## src/rtl/wb_master_adapter.sv

```systemverilog
// Valid/ready to classic Wishbone single-transfer master adapter with ack timeout.
// Latency: accept at edge N, wb_cyc/wb_stb from cycle N+1, rsp_valid no earlier than cycle N+2.
// Backpressure: one transfer in flight; req_ready low outside IDLE, response held until rsp_ready.
//
// Ports:
//   clk, rst                     single clock, synchronous active-high reset
//   req_valid/req_ready          upstream request handshake (req_adr, req_wdata, req_we, req_sel)
//   rsp_valid/rsp_ready          upstream response handshake (rsp_rdata, rsp_err)
//   wb_adr, wb_datwr, wb_we,     Wishbone master outputs, registered at request accept
//   wb_sel, wb_cyc, wb_stb
//   wb_datrd, wb_ack             Wishbone master inputs, only sampled while in BUS
module wb_master_adapter #(
    parameter int ADR_WIDTH = 8,
    parameter int DAT_WIDTH = 8,
    parameter int SEL_WIDTH = 8,
    parameter int TIMEOUT   = 16
) (
    input  logic                 clk,
    input  logic                 rst,

    input  logic                 req_valid,
    output logic                 req_ready,
    input  logic [ADR_WIDTH-1:0] req_adr,
    input  logic [DAT_WIDTH-1:0] req_wdata,
    input  logic                 req_we,
    input  logic [SEL_WIDTH-1:0] req_sel,

    output logic                 rsp_valid,
    input  logic                 rsp_ready,
    output logic [DAT_WIDTH-1:0] rsp_rdata,
    output logic                 rsp_err,

    output logic [ADR_WIDTH-1:0] wb_adr,
    output logic [DAT_WIDTH-1:0] wb_datwr,
    output logic                 wb_we,
    output logic [SEL_WIDTH-1:0] wb_sel,
    output logic                 wb_cyc,
    output logic                 wb_stb,
    input  logic [DAT_WIDTH-1:0] wb_datrd,
    input  logic                 wb_ack
);

    // The counter only ever needs to reach TIMEOUT-1: the timeout fires on the
    // edge that closes the last allowed BUS cycle.
    localparam int CNT_W = (TIMEOUT > 1) ? $clog2(TIMEOUT) : 1;
    localparam logic [CNT_W-1:0] TMO_LAST = CNT_W'((TIMEOUT > 0) ? TIMEOUT - 1 : 0);
    localparam bit TMO_EN = (TIMEOUT != 0);

    typedef enum logic [1:0] {
        IDLE = 2'd0,
        BUS  = 2'd1,
        RESP = 2'd2
    } state_t;

    state_t           state;
    state_t           state_nxt;
    logic [CNT_W-1:0] cnt;

    logic accept;
    logic ack_hit;
    logic tmo_hit;

    // Handshake and bus-control outputs are pure decodes of the state register,
    // so they are glitch-free and change only at clock edges.
    assign req_ready = (state == IDLE);
    assign rsp_valid = (state == RESP);
    assign wb_cyc    = (state == BUS);
    assign wb_stb    = (state == BUS);

    always_comb begin
        state_nxt = state;
        accept    = 1'b0;
        ack_hit   = 1'b0;
        tmo_hit   = 1'b0;
        case (state)
            IDLE: begin
                if (req_valid) begin
                    accept    = 1'b1;
                    state_nxt = BUS;
                end
            end
            BUS: begin
                // Ack wins over a timeout landing on the same cycle.
                if (wb_ack) begin
                    ack_hit   = 1'b1;
                    state_nxt = RESP;
                end else if (TMO_EN && (cnt == TMO_LAST)) begin
                    tmo_hit   = 1'b1;
                    state_nxt = RESP;
                end
            end
            RESP: begin
                if (rsp_ready) begin
                    state_nxt = IDLE;
                end
            end
            default: begin
                state_nxt = IDLE;
            end
        endcase
    end

    always_ff @(posedge clk) begin
        if (rst) begin
            state     <= IDLE;
            cnt       <= '0;
            wb_adr    <= '0;
            wb_datwr  <= '0;
            wb_we     <= 1'b0;
            wb_sel    <= '0;
            rsp_rdata <= '0;
            rsp_err   <= 1'b0;
        end else begin
            state <= state_nxt;

            if (accept) begin
                wb_adr   <= req_adr;
                wb_datwr <= req_wdata;
                wb_we    <= req_we;
                wb_sel   <= req_sel;
                cnt      <= '0;
            end else if (TMO_EN && (state == BUS) && (cnt != TMO_LAST)) begin
                cnt <= cnt + CNT_W'(1);
            end

            // Writes return zero data so a stale read value never leaks upstream.
            if (ack_hit) begin
                rsp_rdata <= wb_we ? '0 : wb_datrd;
                rsp_err   <= 1'b0;
            end else if (tmo_hit) begin
                rsp_rdata <= '0;
                rsp_err   <= 1'b1;
            end
        end
    end

endmodule

```

## config.mk

```make
export PLATFORM = sky130hd
export DESIGN_NAME = wb_master_adapter
export DESIGN_NICKNAME = d
export VERILOG_FILES = /design/src/rtl/wb_master_adapter.sv
export SDC_FILE = /design/constraint.sdc
export NUM_CORES = 1
export LEC_CHECK = 0
export BUFFER_PORTS_ARGS = -buffer_cell sky130_fd_sc_hd__buf_2
export CORE_ASPECT_RATIO = 0.6
export CORE_MARGIN = 1
export CORE_UTILIZATION = 44
export DETAILED_ROUTE_END_ITERATION = 6
export PLACE_DENSITY = 0.86
export SYNTH_ARGS = -nofsm -noshare
export SYNTH_HDL_FRONTEND = slang
export SYNTH_SLANG_ARGS = --single-unit
```

## constraint.sdc

```tcl
create_clock -name clk -period 1.8 [get_ports clk]
set_input_delay 0.27 -clock clk [delete_from_list [all_inputs] [get_ports clk]]
set_output_delay 0.27 -clock clk [all_outputs]
set_load 0.05 [all_outputs]
```

### Word-level counts from Yosys, hierarchy flattened

Cells that the tools add are included.

* output and inout bits: 38
* register bits after elaboration: 40
* memory bits (read-only): 0
* latch bits: 0
* word-level logic and storage cells: 37
* RAM bits: 0
* input bits: 38
* memories: 0

* reduce and logical (&&, ||, !) cells: 6
* div/mod/pow operators: 0
* $add $sub $neg: 1
* $lt $le $gt $ge: 0
* bitwise logic cells: 0
* eq/ne operators: 7
* $mul: 0
* shift operators: 0
* muxes and demuxes: 15

Operator list (number)
* $mux W8: 3
* $mux W2: 4
* $mux W1: 7
* $pmux W2 S3: 1
* $add A4 B1 Y4 const B: 1
* $eq A4 B4 Y1 const B: 1
* $ne A4 B4 Y1 const B: 1
* $reduce_or A2 Y1: 2
* $ne A3 B1 Y1 const B: 1
* $reduce_and A3 Y1: 1
* $eq A2 B1 Y1 const B: 1
* $eq A2 B2 Y1 const B: 1
* $logic_not A2 Y1: 1
* $ne A2 B1 Y1 const B: 1
* $ne A2 B2 Y1 const B: 1
* $reduce_bool A2 Y1: 1
* $logic_and A1 B1 Y1: 1

### Depth between registers and ports, before layout

* word-level depth: 6
* mapped depth: 5
* mapped depth without buffers: 4

### Least setup slack after synthesis

Ideal clock, no wire load.

* path kind: register -> register
* from: reg state[1]
* to: reg state[1]
* buffers on the path: 0
* arrival: 1422 ps
* setup slack: 311 ps
* cell stages (with the launch flop): 4
* cells stage by stage: dfxtp_1 -> nor2b_1 -> a22oi_1 -> nor2_1

* word-level cells in the longest chain between the ends: 3
* elaborated cells on any way between the ends: 8

Ends and longest elaborated chain
* start: declaration: line 55 `state_t state;`
* start signal: assignment: line 114 `state <= state_nxt;`
* $eq A2 B2 Y1 (*)
* via rsp_valid: line 28 `output logic rsp_valid,`
* $ne A2 B1 Y1 (no source line)
* $reduce_and A3 Y1 (no source line)

Mark *: on every way through the listed nets, which the timed path passes. The rest lies on a longest branch.
A chain may end at the register's enable or synchronous reset.

### Worst setup path after layout

* from: reg state[1]
* to: out wb_stb

* word-level cells in the longest chain between the ends: 1

Ends and longest elaborated chain
* $eq A2 B1 Y1: line 68 `assign wb_stb = (state == BUS);`
* end: declaration: line 38 `output logic wb_stb,`

No other way between the ends.

==> impl_metrics.env <==
export IMPL_design_area_sq_um=1970
export IMPL_fp_coreArea_sq_um=3020
export IMPL_critPathArrivalTime_ns=1.45
export IMPL_dp_cells=276
export IMPL_ff2ff_setup_slack_ns=0.27
export IMPL_hold_viol=0
export IMPL_place_congestion=0.858
export IMPL_die_y_um=46.8
export IMPL_portBuffers=75
export IMPL_stdcell_count=284
export IMPL_status="finished, final reports clean"
export IMPL_nNetsFinal=280
export IMPL_syn_inst=166
export IMPL_yosysSeqAreaShare=0.543
export IMPL_crit_path_end_kind="primary output"
export IMPL_async_reset_ff_frac=0
export IMPL_multiInputGateArea_sq_um=599
export IMPL_synth_most_common_cell="nand2_1"
export IMPL_postCtsHoldBufs=0
export IMPL_hpwl_um=2440
export IMPL_synth_edf_count=0
export IMPL_cts_buffers=5
export IMPL_powerDensity_nw_per_um2=1050
export IMPL_finClkSkew_ns=0.00511
export IMPL_wl_per_cell_um=12.0
export IMPL_area_delta_synth_final_pct=33.9
export IMPL_drtIter0Drc=74
export IMPL_drt_total_wl_um=3420
export IMPL_cp_required_ns=1.53
export IMPL_ir_worst_vdd_v=0.000564
export IMPL_syn_avg_cell_area_sq_um=8.88
export IMPL_ctsRootBufferMaster="clkbuf_8"
export IMPL_syn_nets=205
export IMPL_cts_resized=0
export IMPL_worst_pin_slew_ns=0.537
export IMPL_setup_viol=0
export IMPL_syn_area_sq_um=1470
export IMPL_synth_seq_cells=40
export IMPL_grt_setup_unrepaired="no"
export IMPL_die_area_sq_um=3590
export IMPL_total_leakage_power_uw=0.000950
export IMPL_reg2reg_depth=4
export IMPL_cts_tree="built"
export IMPL_viasPerCell=4.92
export IMPL_fillers=274
export IMPL_grt_pass1_vias=1208
export IMPL_h_tree_depth=2
export IMPL_vias=1398
export IMPL_fin_crit_ns=1.72
export IMPL_clk_pin_slew_worst_paths_ns=0.08
export IMPL_regToRegStartpoint="state[1]"
export IMPL_hold_path_end="rsp_rdata[1]"
export IMPL_min_path_cells=2
export IMPL_power_frac_clock=0.343
export IMPL_max_freq_mhz=583
export IMPL_rows=15
export IMPL_maxSlewHeadroom=0.642
export IMPL_dpl_cell_area_sq_um=1870
export IMPL_grt_use_total=0.202
export IMPL_grt_max_degree=22
export IMPL_antenna_cells=0
export IMPL_cap_viol_max_count=0
export IMPL_drc_errors=0
export IMPL_clkSinkCount=40
export IMPL_ys_warn_count=0
export IMPL_timing_hold_ws_ns=0.191
export IMPL_power_switching_uw=621
export IMPL_drv_slew=0
export IMPL_postRouteAntennaNets=0
export IMPL_yosysTopAreaCell="dfxtp_1"
export IMPL_clk_latency_ns=0.29
export IMPL_overflow=0
export IMPL_grt_first_pass_wirelength_um=5360
export IMPL_synth_top_area_frac=0.543
export IMPL_cts_setup_buffers=0
export IMPL_setup_tns_ns=0
export IMPL_r2r_end="rsp_rdata[3]"
export IMPL_yosys_top_cells_count="nand2_1, dfxtp_1, a21oi_1"
export IMPL_p_comb_frac=0.194
export IMPL_drive_gt1_frac=0.376
export IMPL_dr_pass1_iters=4
export IMPL_path_class="reg2out"
export IMPL_clockBufferDepth=2
export IMPL_antenna_found_initial=0
export IMPL_initial_core_util=0.488
export IMPL_worstHoldStart="wb_datrd[1]"
export IMPL_hp_class="in2reg"
export IMPL_swShare=0.299
export IMPL_synthTopCellsByArea="dfxtp_1, nand2_1, a21oi_1"
export IMPL_synth_cell_types=30
export IMPL_die_w_um=76.7
export IMPL_synth_top_flop_cell="dfxtp_1"
export IMPL_register_area_sq_um=801
export IMPL_crit_path_max_fanout=9
export IMPL_fin_crit_sh=0.953
export IMPL_seq_power_share=0.462
export IMPL_ios=76
export IMPL_start_kind="flop"
export IMPL_p_int_uw=1450
## cell usage in the layout (no fill, tap or decap), drive strengths merged
cell and count:
buf 79, nand2 50, dfxtp 40, a21oi 32, a22o 8, clkbuf 6, or3 3, nor2 2
nand2b 2, o21ai 2, inv 2, nor2b 1, nor3b 1, or3b 1, and4b 1, nor3 1
and3 1, nand3b 1, a31o 1, a22oi 1, nand3 1, o31ai 1, nor4b 1, a211oi 1
ha 1, clkinv 1, bufinv 1
## layer usage
metal	part of all wire	wire length (um)	global-route usage
met3	0.084	286	0.0641
met4	0.021	73	0.127
met1	0.51	1750	0.263
met5	0	0	0
met2	0.38	1310	0.302
## state kept, by name, indices dropped and copies added (netlist names)
name,cells
wb_sel,8
wb_adr,8
state,2
rsp_err,1
rsp_rdata,8
wb_datwr,8
wb_we,1
cnt,4
## power by group through the flow
stage / clock (uW) / sequential (uW) / combinational, uW
2_1_floorplan: 0 / 1130 / 147
3_3_place_gp: 0 / 978 / 400
3_5_place_dp: 0 / 978 / 405
4_1_cts: 734 / 959 / 405
5_1_grt: 766 / 965 / 432
6_report: 713 / 959 / 404
## worst max-delay path: stages (launching register included)
cell and delay [ns]:
dfxtp_1 0.35, nand2b_1 0.30, inv_2 0.22, buf_2 0.29
## cell families (layout without fill, tap and decap cells)
logic type               Yosys count  after routing  synth area share
adder cells (fa/ha/maj)            1              1           0.00849
AO/OA/AOI/OAI                     46             46             0.187
AND/OR/NAND/NOR                   66             66             0.211
buffers and inverters             13             89            0.0501
flip-flops                        40             40             0.543
## metrics by stage
step / utilization / setup WS (ns) / power, uW
6_report: 0.653 / 0.0841 / 2080
5_1_grt: 0.653 / 0.00543 / 2160
4_1_cts: 0.653 / 0.0810 / 2100
3_5_place_dp: 0.617 / 0.291 / 1380
3_3_place_gp: 0.617 / 0.319 / 1380
2_1_floorplan: - / 0.311 / 1270
## worst max path at each step
stage,startpoint,to,slack (ns),cells after the start
final,state[1],wb_stb,0.08,3
after global routing,state[1],wb_stb,0.005,3
after CTS,state[1],wb_stb,0.08,3
after detailed placement,state[0],wb_sel[4],0.29,4
after global placement,state[0],wb_adr[4],0.32,4
after floorplan,state[1],state[1],0.31,3
## area by class of cell
type                            count  area share
Timing Repair Buffer               79       0.205
Sequential cell                    40       0.406
Clock buffer                        6      0.0368
Clock inverter                      2      0.0178
Multi-Input combinational cell    113       0.304
Tap cell                           42      0.0266
Inverter                            2     0.00380
No activity file was read; power rests on OpenSTA's default activity.
